$ cat src/rtl/freq_display.sv
// Binary-to-BCD conversion (sequential double-dabble) feeding a 4-digit,
// common-anode, time-multiplexed 7-segment display with leading-zero blanking.
module freq_display #(
    parameter int REFRESH_DIV = 100000
) (
    input  logic        CLK,
    input  logic        RST_N,
    input  logic [7:0]  FREQ,
    output logic [11:0] BCD,
    output logic        BUSY,
    output logic [3:0]  AN,
    output logic [6:0]  SEG,
    output logic        DP
);

    localparam int CNT_W = (REFRESH_DIV > 1) ? $clog2(REFRESH_DIV) : 1;
    localparam logic [CNT_W-1:0] CNT_MAX = CNT_W'(REFRESH_DIV - 1);

    typedef enum logic [1:0] {
        S_IDLE,
        S_SHIFT,
        S_DONE
    } state_t;

    state_t      r_state;
    state_t      w_state_next;
    logic [7:0]  r_last;
    logic [2:0]  r_shcnt;
    logic [19:0] r_shreg;
    logic [11:0] r_bcd;
    logic        r_busy;
    logic        w_start;

    logic [CNT_W-1:0] r_cnt;
    logic [1:0]       r_idx;
    logic [1:0]       w_idx_next;
    logic             w_wrap;
    logic             w_refresh;
    logic [3:0]       r_an;
    logic [6:0]       r_seg;
    logic [6:0]       w_digit_seg;

    function automatic logic [3:0] dd_adj(input logic [3:0] n);
        return (n >= 4'd5) ? (n + 4'd3) : n;
    endfunction

    // One double-dabble iteration: correct every BCD nibble, then shift left.
    function automatic logic [19:0] dd_step(input logic [19:0] s);
        logic [19:0] a;
        a = {dd_adj(s[19:16]), dd_adj(s[15:12]), dd_adj(s[11:8]), s[7:0]};
        return {a[18:0], 1'b0};
    endfunction

    function automatic logic [6:0] seg_decode(input logic [3:0] d);
        logic [6:0] s;
        case (d)
            4'd0:    s = 7'h40;
            4'd1:    s = 7'h79;
            4'd2:    s = 7'h24;
            4'd3:    s = 7'h30;
            4'd4:    s = 7'h19;
            4'd5:    s = 7'h12;
            4'd6:    s = 7'h02;
            4'd7:    s = 7'h78;
            4'd8:    s = 7'h00;
            4'd9:    s = 7'h10;
            default: s = 7'h7F;
        endcase
        return s;
    endfunction

    assign w_start = (r_state == S_IDLE) && (FREQ != r_last);

    always_ff @(posedge CLK) begin
        if (!RST_N) begin
            r_state <= S_IDLE;
        end else begin
            r_state <= w_state_next;
        end
    end

    always_comb begin
        w_state_next = r_state;
        case (r_state)
            S_IDLE:  if (w_start) w_state_next = S_SHIFT;
            S_SHIFT: if (r_shcnt == 3'd7) w_state_next = S_DONE;
            S_DONE:  w_state_next = S_IDLE;
            default: w_state_next = S_IDLE;
        endcase
    end

    always_ff @(posedge CLK) begin
        if (!RST_N) begin
            r_last  <= 8'd0;
            r_shcnt <= 3'd0;
            r_busy  <= 1'b0;
            r_bcd   <= 12'd0;
        end else begin
            case (r_state)
                S_IDLE: begin
                    if (w_start) begin
                        r_last  <= FREQ;
                        r_shcnt <= 3'd0;
                        r_busy  <= 1'b1;
                    end
                end
                S_SHIFT: r_shcnt <= r_shcnt + 3'd1;
                S_DONE: begin
                    r_bcd  <= r_shreg[19:8];
                    r_busy <= 1'b0;
                end
                default: ;
            endcase
        end
    end

    // Datapath shift register carries no reset; it is always reloaded on start.
    always_ff @(posedge CLK) begin
        if (r_state == S_IDLE && w_start) begin
            r_shreg <= {12'd0, FREQ};
        end else if (r_state == S_SHIFT) begin
            r_shreg <= dd_step(r_shreg);
        end
    end

    assign w_wrap     = (r_cnt == CNT_MAX);
    assign w_idx_next = w_wrap ? (r_idx + 2'd1) : r_idx;
    // Reload on digit change, and once right after reset so digit 0 lights at once.
    assign w_refresh  = w_wrap || (r_an == 4'b1111);

    always_comb begin
        w_digit_seg = 7'h7F;
        case (w_idx_next)
            2'd0: w_digit_seg = seg_decode(r_bcd[3:0]);
            2'd1: if (r_bcd[11:4] != 8'd0) w_digit_seg = seg_decode(r_bcd[7:4]);
            2'd2: if (r_bcd[11:8] != 4'd0) w_digit_seg = seg_decode(r_bcd[11:8]);
            default: w_digit_seg = 7'h7F;
        endcase
    end

    always_ff @(posedge CLK) begin
        if (!RST_N) begin
            r_cnt <= '0;
            r_idx <= 2'd0;
            r_an  <= 4'b1111;
            r_seg <= 7'h7F;
        end else begin
            r_cnt <= w_wrap ? '0 : (r_cnt + 1'b1);
            r_idx <= w_idx_next;
            if (w_refresh) begin
                r_an  <= ~(4'b0001 << w_idx_next);
                r_seg <= w_digit_seg;
            end
        end
    end

    assign BCD  = r_bcd;
    assign BUSY = r_busy;
    assign AN   = r_an;
    assign SEG  = r_seg;
    assign DP   = 1'b1;

endmodule
$ cat config.mk
export PLATFORM = sky130hd
export DESIGN_NAME = freq_display
export DESIGN_NICKNAME = d
export VERILOG_FILES = /design/src/rtl/freq_display.sv
export SDC_FILE = /design/constraint.sdc
export NUM_CORES = 1
export LEC_CHECK = 0
export ABC_AREA = 1
export CORE_UTILIZATION = 45
export CTS_CLUSTER_DIAMETER = 100
export DETAILED_ROUTE_END_ITERATION = 6
export DONT_BUFFER_PORTS = 1
export PLACE_DENSITY = 0.59
export SLEW_MARGIN = 20
export SYNTH_ARGS = -nofsm -noshare
export SYNTH_HDL_FRONTEND = slang
export SYNTH_SLANG_ARGS = --single-unit
$ cat constraint.sdc
create_clock -name CLK -period 4.43 [get_ports CLK]
set_clock_uncertainty 0.2 [all_clocks]
set_input_delay 0.6645 -clock CLK [delete_from_list [all_inputs] [get_ports CLK]]
set_output_delay 0.6645 -clock CLK [all_outputs]
set_load 0.05 [all_outputs]
-- Word-level counts from Yosys, hierarchy flattened
Memories as Yosys holds them, arrays and structs flattened. A register that Yosys moved wholly into a read port is not among the register bits.
Cells that the tools add are included.
- word-level logic and storage cells: 73
- input port bits: 10
- output and inout port bits: 25
- bits in registers: 76
- memories kept: 3
- memory bits (read-only): 336
- memories (name ; depth ; width ; read ports ; clocked after memory_dff ; write ports ; line ; RTL):
    (name not given) ; 16 ; 7 ; 1 ; 1 ; 0 ; 56 ; case (d)
    (name not given) ; 16 ; 7 ; 1 ; 1 ; 0 ; 56 ;
    (name not given) ; 16 ; 7 ; 1 ; 1 ; 0 ; 56 ;
- bitwise operators: 2
- $lt $le $gt $ge: 3
- muxes and demuxes: 22
- $add $sub $neg: 6
- shift-type cells: 1
- reduce and logical (&&, ||, !) cells: 15
- equality and inequality tests: 10
- operators by type and width (kind ; count):
    4-bit 2-to-1 mux ; 8
    7-bit one-hot mux with 3 select lines ; 1
    17-bit by 1-bit adder with 17-bit output (second input constant) ; 1
    17-bit == test (second input constant) ; 1
    8-bit 2-to-1 mux ; 2
    7-bit 2-to-1 mux ; 2
    4-bit by 3-bit >= comparator with 1-bit output (second input constant) ; 3
    4-bit by 2-bit adder with 4-bit output (second input constant) ; 2
    8-bit inequality test ; 1
    2-bit AND reduction ; 4
    8-bit nonzero test ; 1
    2-bit 2-to-1 mux ; 3
    3-bit 2-to-1 mux ; 2
    3-bit one-hot mux with 2 select lines ; 1
    2-bit nonzero test ; 3
    2-bit by 1-bit == test with 1-bit output (second input constant) ; 2
    2-bit == test (second input constant) ; 2
    4-bit == test (second input constant) ; 1
    2-bit logical NOT ; 2
    2-bit inequality test (second input constant) ; 2
    4-bit inverter ; 1
    2-bit one-hot mux with 2 select lines ; 1
    4-bit nonzero test ; 1
    1-bit by 2-bit left shift with 4-bit output (first input constant) ; 1
    10 further kinds ; 11

-- Logic depth before layout (Yosys ltp)
Gate-level depths: netlist of the first run.
- word-level depth: 4
- mapped depth: 12

-- Least setup slack after synthesis of the first run
No wires, ideal clock.
- path type: input to register
- start: input RST_N
- end: register with a tool-made name
- arrival: 2.027 ns
- buffers on the path: 1
- path slack: 2.068 ns
- stages on the path: 7
- setup time: 0.135 ns
- data required time: 4.095 ns
- cell sequence: clkbuf_1 inv_2 nor3_1 inv_1 ha_1 o21ai_0 o21ai_0
- RTL lines (item ; line ; RTL):
    start: declaration ; 7 ; input logic RST_N,

==> key figures, run 1 <==
Synthesis
  – Simple-gate share of the synthesized area: 28.6%
  – Post-synthesis compound-gate area fraction: 11.3%
  – Library cells used by synthesis: 37
  – Post-Synthesis Net Count: 659
  – Post-synthesis cell count: 625
  – Xor and xnor fraction of the mapped netlist area: 2.61%
  – Synthesized flop and latch total: 97
  – Avg Inst Size Synth: 7.52 µm²
  – Register area share after synthesis: 43.0%
  – Largest family of logic cells by synthesized area: simple AND/OR/NAND/NOR gates
  – Post-Synth Adder-Cell Area: 6.39%
  – Multiplexer area fraction after synthesis: 0%
  – Post-Syn Area: 0.00470 mm²
  – Yosys warnings: 0

Final layout
  – Nets@finish: 654
  – Register Area: 0.00202 mm²
  – Share of cells above drive strength 1: 7.20%
  – Diode count: 0
  – FILL cells: 987
  – Multi-input gate area: 0.00230 mm²
  – Area Overhead vs Synth: 5.81%

Routing
  – Vias: 3733
  – Via density: 4.92
  – WL/cell: 11.9 µm
  – Initial DRC count: 113
  – TritonRoute pass-1 iters: 5
  – WL final: 8980 µm
  – Residual DRC: 0
  – Post-DRT Antenna Nets: 0

Setup path
  – CP Data Arrival Time: 2680 ps
  – CP Max Fanout: 11
  – Worst r2r src: r_state[1]$_SDFFE_PN0P_
  – Worst Path Required: 4470 ps
  – Critical Path Sink Type: flop
  – Crit path kind: flop to flop
  – Reg2Reg Setup Slack: 1790 ps
  – R2R depth: 8
  – Worst setup SP type: flop

Power and ir drop
  – Cell area power density: 401 mW/mm²
  – Final total power: 1990 µW
  – P_leak: 0.00207 µW
  – Max IR drop VDD: 217 µV

Min path
  – Hold Path End: AN[0]$_SDFFE_PN1P_
  – Min-delay src: RST_N
  – Worst Hold Class: input pin to flop
  – Worst Hold Depth: 1

Die
  – DIE AREA: 0.0109 mm²
  – Core area: 0.00995 mm²
  – I/O Pins: 35
  – Die height: 104 µm
  – Site Rows: 36
  – Initial core utilization: 47.2%
  – Die X: 104 µm

Clock network
  – Clock transition at the registers of the reported paths: 100 ps
  – CTS Sinks: 97
  – Number of buffers created by CTS: 9
  – Post-CTS setup buffer count: 0
  – Htree depth: 3
  – Clock network latency to the later pin of the worst-skew pair: 360 ps
  – CTS resizes: 0
  – CTS tree: done
  – Root Driver: clkbuf_8
  – # hold bufs at CTS: 0
  – CTS max path bufs: 2

GRT
  – Total gr overflow: 0
  – All-Layer GR Usage: 17.5%
  – Largest net degree at the start of global routing: 29
  – Vias in the first global route: 3418
  – Global-route wire length before repair: 15500 µm
  – Antenna violations before repair: 0

STA
  – Final setup vio count: 0
  – Final min period: 2640 ps
  – Max Slew Vio Count: 0
  – Fmax achieved: 379 MHz
  – Final period util: 59.6%
  – Fin. Hold Viols: 0
  – Final Hold Slack: 172 ps
  – Relative slew margins: 48.4%
  – Worst-margin pin slew: 771 ps
  – TNS Setup: 0 ps
  – RSZ-0062 raised after global routing: no

Place
  – HPWL after DPL: 6550 µm
  – Port buffer count: 0
  – GPL Wtd Cong: 0.788

Flow run
  – Max-Cap Viols: 0

Outcome
  – Status: complete, no violations
-- placed cells by master (no fill, tap or decap), drive strengths merged --
master | Yosys | final
or2 | 4 | 4
xor2 | 12 | 12
clkinvlp | 0 | 1
clkbuf | 6 | 10
nand4 | 4 | 4
nor3 | 23 | 23
nor2 | 87 | 87
edfxtp | 8 | 8
a21oi | 36 | 36
clkinv | 1 | 2
nor4 | 1 | 1
conb | 1 | 1
nand2 | 130 | 130
nand3 | 49 | 49
o21bai | 11 | 11
ha | 24 | 24
o31ai | 1 | 1
a31oi | 3 | 3
dfxtp | 89 | 89
inv | 73 | 76
o22ai | 1 | 1
o21ai | 47 | 47
xnor2 | 2 | 2
bufinv | 0 | 1
nor3b | 2 | 2
-- power breakdown --
part	internal, µW	switching [µW]
sequential	964	168
clock	270	320
combinational	93.7	174
total	1330	663
-- through the flow --
step	area [µm²]	utilization, %	instances	setup WS (ps)
6_report	4970	49.9	758	1790
3_5_place_dp	4770	47.9	742	1840
4_1_cts	4970	49.9	758	1800
5_1_grt	4970	49.9	758	1510
3_3_place_gp	4770	47.9	742	1930
2_1_floorplan	4700	-	625	2070
-- worst max path at each step --
stage	startpoint	end	slack (ps)	depth (start not counted)
floorplan	RST_N	flop	2070	7
global placement	r_state[1]$_SDFFE_PN0P_	flop	1930	8
detailed placement	r_state[1]$_SDFFE_PN0P_	flop	1840	8
CTS	r_state[1]$_SDFFE_PN0P_	flop	1800	8
global route	r_state[1]$_SDFFE_PN0P_	flop	1510	9
finish	r_state[1]$_SDFFE_PN0P_	flop	1790	8
-- worst max-delay path: stages, from the launching register on --
cell	delay [ps]
dfxtp_1	340
inv_1	50
nor2_1	580
nor2_1	130
nor3_1	500
inv_1	190
ha_1	240
o21ai_0	190
o21ai_0	100
-- layout make-up --
| class | count | area share, % |
|---|---|---|
| Tap cell | 133 | 3.35 |
| Inverter | 74 | 5.59 |
| Clock buffer | 10 | 2.57 |
| Clock inverter | 6 | 1.51 |
| Sequential cell | 97 | 40.7 |
| Multi-Input combinational cell | 438 | 46.3 |
-- logic make-up after synthesis --
logic type / count (synthesis)
simple gates: 300
other cells: 1
buf+inv: 90
flops: 97
fa+ha+maj: 24
compound gates: 99
xor+xnor: 14
-- cells in the mapped netlist, drive strengths merged --
cell      n  area share, %
nor3     23            2.8
inv      73            5.8
buf      10            1.6
nand2   130             11
nor4      1           0.27
xor2     12            2.2
xnor2     2           0.37
conb      1          0.080
nand3    49            5.7
or2       4           0.53
o22ai     1           0.13
o21ai    47            5.0
o31ai     1           0.16
nand4     4           0.67
a31oi     3           0.40
o21bai   11            1.8
clkbuf    6           0.48
dfxtp    89             38
edfxtp    8            5.1
ha       24            6.4
clkinv    1          0.080
nor3b     2           0.32
a21oi    36            3.8
nor2     87            7.4
-- per-layer routing --
layer | track usage [%] | up-vias | wire, µm
met1 | 22.4 | 1674 | 4440
met4 | 4.08 | 0 | 78
li1 | - | 2001 | -
met3 | 5.39 | 5 | 421
met2 | 28.7 | 53 | 4040
met5 | 0 | - | 0
No activity file was read; power rests on OpenSTA's default activity.
==> run 2: changes to the inputs <==
--- a/config.mk
+++ b/config.mk
@@ -5,12 +5,12 @@
 export SDC_FILE = /design/constraint.sdc
 export NUM_CORES = 1
 export LEC_CHECK = 0
-export ABC_AREA = 1
+export ABC_AREA = 0
 export CORE_UTILIZATION = 45
 export CTS_CLUSTER_DIAMETER = 100
 export DETAILED_ROUTE_END_ITERATION = 6
 export DONT_BUFFER_PORTS = 1
-export PLACE_DENSITY = 0.59
+export PLACE_DENSITY = 0.61
 export SLEW_MARGIN = 20
 export SYNTH_ARGS = -nofsm -noshare
 export SYNTH_HDL_FRONTEND = slang
==> constraint.sdc (replaced) <==
create_clock -name CLK -period 2.27 [get_ports CLK]
set_clock_uncertainty 0.2 [all_clocks]
set_input_delay 0.3405 -clock CLK [delete_from_list [all_inputs] [get_ports CLK]]
set_output_delay 0.3405 -clock CLK [all_outputs]
set_load 0.05 [all_outputs]
==> key figures, run 2 <==
Outcome
  – Status: complete, no violations (unchanged)

Final layout
  – Nets@finish: 616 (was 654)
  – Leading cell type in the layout, fill and taps excluded: dfxtp_1 (was nand2_1)
  – Diode count: 0 (unchanged)
  – Share of cells above drive strength 1: 14.8% (was 7.20%)
  – Area Overhead vs Synth: 16.4% (was 5.81%)
  – Final core area utilization: 54.4% (was 49.9%)
  – Most frequent cells in the layout: dfxtp_1, nor2_1, a21oi_1 (was nand2_1, dfxtp_1, nor2_1)

Synthesis
  – Most common flop cell mapped by yosys: dfxtp_1 (unchanged)
  – Synthesized flop and latch total: 97 (unchanged)
  – Xor and xnor fraction of the mapped netlist area: 5.40% (was 2.61%)
  – Largest area contributor in the netlist: dfxtp_1 (unchanged)
  – Avg Inst Size Synth: 9.03 µm² (was 7.52 µm²)
  – Count leader, synth: dfxtp_1 (was nand2_1)
  – Post-synth top cells: dfxtp_1, nor2_1, a21oi_1 (was nand2_1, dfxtp_1, nor2_1)
  – Post-synthesis cell count: 539 (was 625)
  – Register area share after synthesis: 41.5% (was 43.0%)
  – Post-synthesis compound-gate area fraction: 15.5% (was 11.3%)
  – EDFF count, synth: 8 (unchanged)
  – Multiplexer area fraction after synthesis: 8.94% (was 0%)
  – Simple-gate share of the synthesized area: 17.1% (was 28.6%)
  – Largest family of logic cells by synthesized area: simple AND/OR/NAND/NOR gates (unchanged)
  – Library cells used by synthesis: 51 (was 37)
  – Yosys warnings: 0 (unchanged)
  – Post-Syn Area: 0.00487 mm² (was 0.00470 mm²)
  – Post-Synthesis Net Count: 573 (was 659)
  – Async set or reset register ratio after synthesis: 0% (unchanged)
  – Area share of the leading cell type in the synthesized netlist: 36.6% (was 37.9%)
  – Post-Synth Adder-Cell Area: 6.17% (was 6.39%)
  – Top cells by area, synth: dfxtp_1, ha_1, mux2i_1 (was dfxtp_1, nand2_1, ha_1)

Setup path
  – Slowest stage cell, crit path: or4_4 (was nor2_1)
  – CP Max Fanout: 7 (was 11)
  – Worst setup SP type: flop (unchanged)
  – Critical Path Sink Type: flop (unchanged)
  – Worst Path Required: 2310 ps (was 4470 ps)
  – CP Data Arrival Time: 2170 ps (was 2680 ps)
  – Critical path cell sequence: or4_4, nor4_4, buf_6, o311ai_4, o32ai_1, a31oi_1 (was inv_1, nor2_1, nor2_1, nor3_1, inv_1, ha_1, o21ai_0, o21ai_0)
  – CP bufs+invs: 1 (was 2)
  – Crit path kind: flop to flop (unchanged)
  – CP delay by family, top: simple AND/OR/NAND/NOR gates (unchanged)
  – Delay of the slowest critical-path stage: 580 ps (about the same)

STA
  – RSZ-0062 raised after global routing: no (unchanged)
  – Final period util: 94.0% (was 59.6%)
  – Worst setup margin: 137 ps (was 1790 ps)
  – Final setup vio count: 0 (unchanged)
  – Final min period: 2130 ps (was 2640 ps)
  – Fmax achieved: 469 MHz (was 379 MHz)
  – TNS Setup: 0 ps (unchanged)
  – Fin. Hold Viols: 0 (unchanged)
  – Final Hold Slack: 26.0 ps (was 172 ps)
  – Worst-margin pin slew: 614 ps (was 771 ps)
  – Relative slew margins: 59.1% (was 48.4%)
  – Max Slew Vio Count: 0 (unchanged)

Routing
  – Initial DRC count: 242 (was 113)
  – Post-DRT Antenna Nets: 0 (unchanged)
  – TritonRoute pass-1 iters: 5 (unchanged)
  – Vias: 3869 (was 3733)
  – WL/cell: 15.1 µm (was 11.9 µm)
  – WL final: 10900 µm (was 8980 µm)
  – Residual DRC: 0 (unchanged)
  – Via density: 5.35 (was 4.92)

Clock network
  – Root Driver: clkbuf_8 (unchanged)
  – CTS max path bufs: 2 (unchanged)
  – Clock transition at the registers of the reported paths: 110 ps (was 100 ps)
  – Post-CTS setup buffer count: 0 (unchanged)
  – Htree depth: 3 (unchanged)
  – CTS Sinks: 97 (unchanged)
  – CTS tree: done (unchanged)
  – Clock network latency to the later pin of the worst-skew pair: 360 ps (about the same)
  – Number of buffers created by CTS: 9 (unchanged)

GRT
  – Vias in the first global route: 3761 (was 3418)
  – Global-route wire length before repair: 18200 µm (was 15500 µm)
  – Total gr overflow: 0 (unchanged)
  – Largest net degree at the start of global routing: 27 (was 29)
  – Antenna violations before repair: 0 (unchanged)
  – All-Layer GR Usage: 20.5% (was 17.5%)

Place
  – GPL Wtd Cong: 0.838 (was 0.788)
  – HPWL after DPL: 7650 µm (was 6550 µm)
  – Port buffer count: 0 (unchanged)
  – Worst slack at placement: 72.1 ps (was 1840 ps)

Min path
  – Worst Hold Class: input pin to flop (unchanged)

Die
  – Core area: 0.0104 mm² (was 0.00995 mm²)
  – I/O Pins: 35 (unchanged)
  – Site Rows: 37 (was 36)
  – Initial core utilization: 46.7% (was 47.2%)
  – Die height: 106 µm (was 104 µm)
  – Die X: 106 µm (was 104 µm)
  – DIE AREA: 0.0112 mm² (was 0.0109 mm²)

Flow run
  – Max-Cap Viols: 0 (unchanged)

Power and ir drop
  – P_leak: 0.00242 µW (was 0.00207 µW)
  – Max IR drop VDD: 307 µV (was 217 µV)
  – Cell area power density: 579 mW/mm² (was 401 mW/mm²)
  – Final total power: 3280 µW (was 1990 µW)
-- run 2: worst paths after layout --
kind | start | end | slack (ps) | cells past startpoint
setup reg to reg | r_cnt[8]$_SDFF_PP0_ | SEG[5]$_SDFFE_PN1P_ | 140 | 6
hold / removal | RST_N | BCD[8]$_SDFFE_PN0P_ | 30 | 2
setup / recovery | r_cnt[8]$_SDFF_PP0_ | SEG[5]$_SDFFE_PN1P_ | 140 | 6
hold reg to reg | r_cnt[0]$_SDFF_PP0_ | r_cnt[0]$_SDFF_PP0_ | 230 | 1
-- run 2: repair_timing --
action	in CTS	in global routing
gates resized for setup	0	9
setup endpoints to repair	0	9
hold buffers	13	0
endpoints found under the hold margin	26	0
-- run 2: area by class of cell --
class                           count  area (µm²)
Inverter                           32         120
Clock buffer                        9         124
Clock inverter                      7        97.6
Tap cell                          136         170
Fill cell                         949        4750
Timing Repair Buffer               58         517
Multi-Input combinational cell    384        2610
Sequential cell                    97        2020
-- run 2: cell families (layout without fill, tap and decap cells) --
group	Yosys count	count (layout)
simple gates	174	174
compound gates	113	113
flops	97	97
buf+inv	58	106
mux	42	42
xor+xnor	30	30
fa+ha+maj	24	24
other cells	1	1
-- run 2: power by group --
| group | internal, µW | switching (µW) |
|---|---|---|
| Sequential | 1780 | 72.5 |
| Combinational | 103 | 113 |
| Clock | 542 | 673 |
-- run 2: worst register-to-register path: cells and delay by family, from the launching register on --
family | cells | cell delay, ps
compound gates | 3 | 460
flops | 1 | 340
simple gates | 2 | 830
buf+inv | 1 | 180
-- run 2: through the flow --
stage | std cells | instance area (µm²)
final | 723 | 5670
after global routing | 723 | 5670
after CTS | 723 | 5640
after detailed placement | 694 | 5290
after global placement | 694 | 5290
after floorplan | 539 | 4870
-- run 2: per-layer routing --
layer | wire length, µm | GRT usage, % | share of wire (%)
met2 | 4890 | 32.3 | 45
met3 | 521 | 4.23 | 4.8
met1 | 5290 | 27.8 | 48
met4 | 235 | 7.54 | 2.1
met5 | 0 | 0 | 0
==> run 3: changes to the inputs <==
--- a/config.mk
+++ b/config.mk
@@ -7,10 +7,12 @@
 export LEC_CHECK = 0
 export ABC_AREA = 0
 export CORE_UTILIZATION = 45
+export CTS_BUF_LIST = sky130_fd_sc_hd__clkbuf_8
 export CTS_CLUSTER_DIAMETER = 100
 export DETAILED_ROUTE_END_ITERATION = 6
 export DONT_BUFFER_PORTS = 1
 export PLACE_DENSITY = 0.61
+export RECOVER_POWER = 25
 export SLEW_MARGIN = 20
 export SYNTH_ARGS = -nofsm -noshare
 export SYNTH_HDL_FRONTEND = slang
==> key figures, run 3 (synthesized netlist as in run 2, its figures left out) <==
Final layout
  – Final Instance Area: 0.00562 mm² (was 0.00567 mm²)
  – Leading cell type in the layout, fill and taps excluded: dfxtp_1 (unchanged)
  – Area Overhead vs Synth: 15.3% (was 16.4%)
  – Final core area utilization: 53.9% (was 54.4%)
  – Share of cells above drive strength 1: 12.4% (was 14.8%)
  – Diode count: 0 (unchanged)
  – Most frequent cells in the layout: dfxtp_1, nor2_1, a21oi_1 (unchanged)
  – Nets@finish: 616 (unchanged)

Clock network
  – CTS max path bufs: 2 (unchanged)
  – Htree depth: 3 (unchanged)
  – Number of buffers created by CTS: 9 (unchanged)
  – Clock transition at the registers of the reported paths: 100 ps (was 110 ps)
  – Clock network latency to the later pin of the worst-skew pair: 370 ps (was 360 ps)
  – CTS Sinks: 97 (unchanged)
  – Root Driver: clkbuf_8 (unchanged)
  – Post-CTS setup buffer count: 0 (unchanged)
  – CTS tree: done (unchanged)

Power and ir drop
  – Final total power: 3280 µW (about the same)
  – Cell area power density: 584 mW/mm² (was 579 mW/mm²)
  – P_leak: 0.00237 µW (was 0.00242 µW)
  – Max IR drop VDD: 304 µV (was 307 µV)

GRT
  – Vias in the first global route: 3761 (unchanged)
  – Largest net degree at the start of global routing: 27 (unchanged)
  – All-Layer GR Usage: 20.5% (unchanged)
  – Global-route wire length before repair: 18200 µm (unchanged)
  – Antenna violations before repair: 0 (unchanged)
  – Total gr overflow: 0 (unchanged)

STA
  – Relative slew margins: 55.4% (was 59.1%)
  – Fmax achieved: 471 MHz (was 469 MHz)
  – Final Hold Slack: 22.5 ps (was 26.0 ps)
  – Fin. Hold Viols: 0 (unchanged)
  – Worst-margin pin slew: 668 ps (was 614 ps)
  – Final min period: 2130 ps (about the same)
  – TNS Setup: 0 ps (unchanged)
  – Final setup vio count: 0 (unchanged)
  – Final period util: 93.6% (was 94.0%)
  – RSZ-0062 raised after global routing: no (unchanged)
  – Max Slew Vio Count: 0 (unchanged)

Routing
  – Initial DRC count: 268 (was 242)
  – TritonRoute pass-1 iters: 4 (was 5)
  – Via density: 5.35 (about the same)
  – Post-DRT Antenna Nets: 0 (unchanged)
  – Vias: 3871 (was 3869)
  – Residual DRC: 0 (unchanged)
  – WL/cell: 15.0 µm (was 15.1 µm)
  – WL final: 10900 µm (about the same)

Setup path
  – CP bufs+invs: 1 (unchanged)
  – Reg2Reg Setup Slack: 140 ps (about the same)
  – Critical Path Sink Type: flop (unchanged)
  – Slowest stage cell, crit path: nor2_1 (was or4_4)
  – Worst r2r src: r_state[0]$_SDFFE_PN0P_ (was r_cnt[8]$_SDFF_PP0_)
  – CP Data Arrival Time: 2190 ps (was 2170 ps)
  – CP delay by family, top: simple AND/OR/NAND/NOR gates (unchanged)
  – Most common cell on crit path: mux2i_1
  – CP Max Fanout: 13 (was 7)
  – Crit path kind: flop to flop (unchanged)
  – Crit path launch: r_state[0]$_SDFFE_PN0P_ (was r_cnt[8]$_SDFF_PP0_)
  – Delay of the slowest critical-path stage: 490 ps (was 580 ps)
  – R2R depth: 6 (unchanged)
  – Worst Path Required: 2330 ps (was 2310 ps)
  – Worst setup SP type: flop (unchanged)
  – Critical path cell sequence: nand2b_1, buf_12, mux2i_1, nor2_1, mux2i_1, a2bb2oi_1 (was or4_4, nor4_4, buf_6, o311ai_4, o32ai_1, a31oi_1)

Outcome
  – Status: complete, no violations (unchanged)

Place
  – HPWL after DPL: 7650 µm (unchanged)
  – Port buffer count: 0 (unchanged)
  – GPL Wtd Cong: 0.838 (unchanged)
  – Area post-placement: 0.00529 mm² (unchanged)

Min path
  – Hold Path End: BCD[8]$_SDFFE_PN0P_ (unchanged)
  – Worst Hold Depth: 2 (unchanged)
  – Worst Hold Class: input pin to flop (unchanged)
  – Min-delay src: RST_N (unchanged)

Die
  – Site Rows: 37 (unchanged)
  – Core area: 0.0104 mm² (unchanged)
  – DIE AREA: 0.0112 mm² (unchanged)
  – I/O Pins: 35 (unchanged)
  – Die X: 106 µm (unchanged)
  – Initial core utilization: 46.7% (unchanged)
  – Die height: 106 µm (unchanged)

Flow run
  – Max-Cap Viols: 0 (unchanged)
run 3: worst max-delay path by stage:
stage | cells after the start | endpoint | slack (ps)
floorplan | 5 | SEG[0]$_SDFFE_PN1P_ | 80
global placement | 6 | SEG[0]$_SDFFE_PN1P_ | 100
detailed placement | 6 | SEG[0]$_SDFFE_PN1P_ | 70
CTS | 6 | SEG[0]$_SDFFE_PN1P_ | 40
global route | 7 | SEG[1]$_SDFFE_PN1P_ | 6
finish | 6 | flop | 140
run 3: worst reg2reg max path, cell delays in order, from the launching register on:
cell,delay [ps]
dfxtp_1,320
nand2b_1,170
buf_12,170
mux2i_1,140
nor2_1,490
mux2i_1,260
a2bb2oi_1,270
run 3: stage by stage:
stage	instances	setup WS, ps
after floorplan	539	84.0
after global placement	694	101
after detailed placement	694	72.1
after CTS	723	36.9
after global routing	723	6.36
final	723	145
run 3: where the power goes:
group / switching [µW] / internal (µW) / total [µW]
logic: 113 / 101 / 215
clock network: 676 / 542 / 1220
registers: 72.4 / 1780 / 1850
total: 862 / 2420 / 3280
run 3: what timing repair did:
| item | 4_1_cts | 5_1_grt |
|---|---|---|
| setup endpoints to repair | 0 | 9 |
| hold buffers | 13 | 0 |
| resized for setup | 0 | 9 |
| endpoints found under the hold margin | 26 | 0 |
run 3: final cells by class:
class | count | area, µm²
clock inverter | 7 | 97.6
fill | 962 | 4800
clock buffer | 9 | 124
multi-input combinational | 384 | 2610
timing repair buffer | 58 | 468
sequential | 97 | 2020
inverter | 32 | 120
tap | 136 | 170
run 3: per-layer routing:
layer | up-vias | routed length (µm) | GRT usage, %
li1 | 1967 | - | -
met1 | 1789 | 5350 | 27.8
met2 | 95 | 4830 | 32.3
met3 | 20 | 484 | 4.23
met4 | 0 | 204 | 7.54
met5 | - | 0 | 0
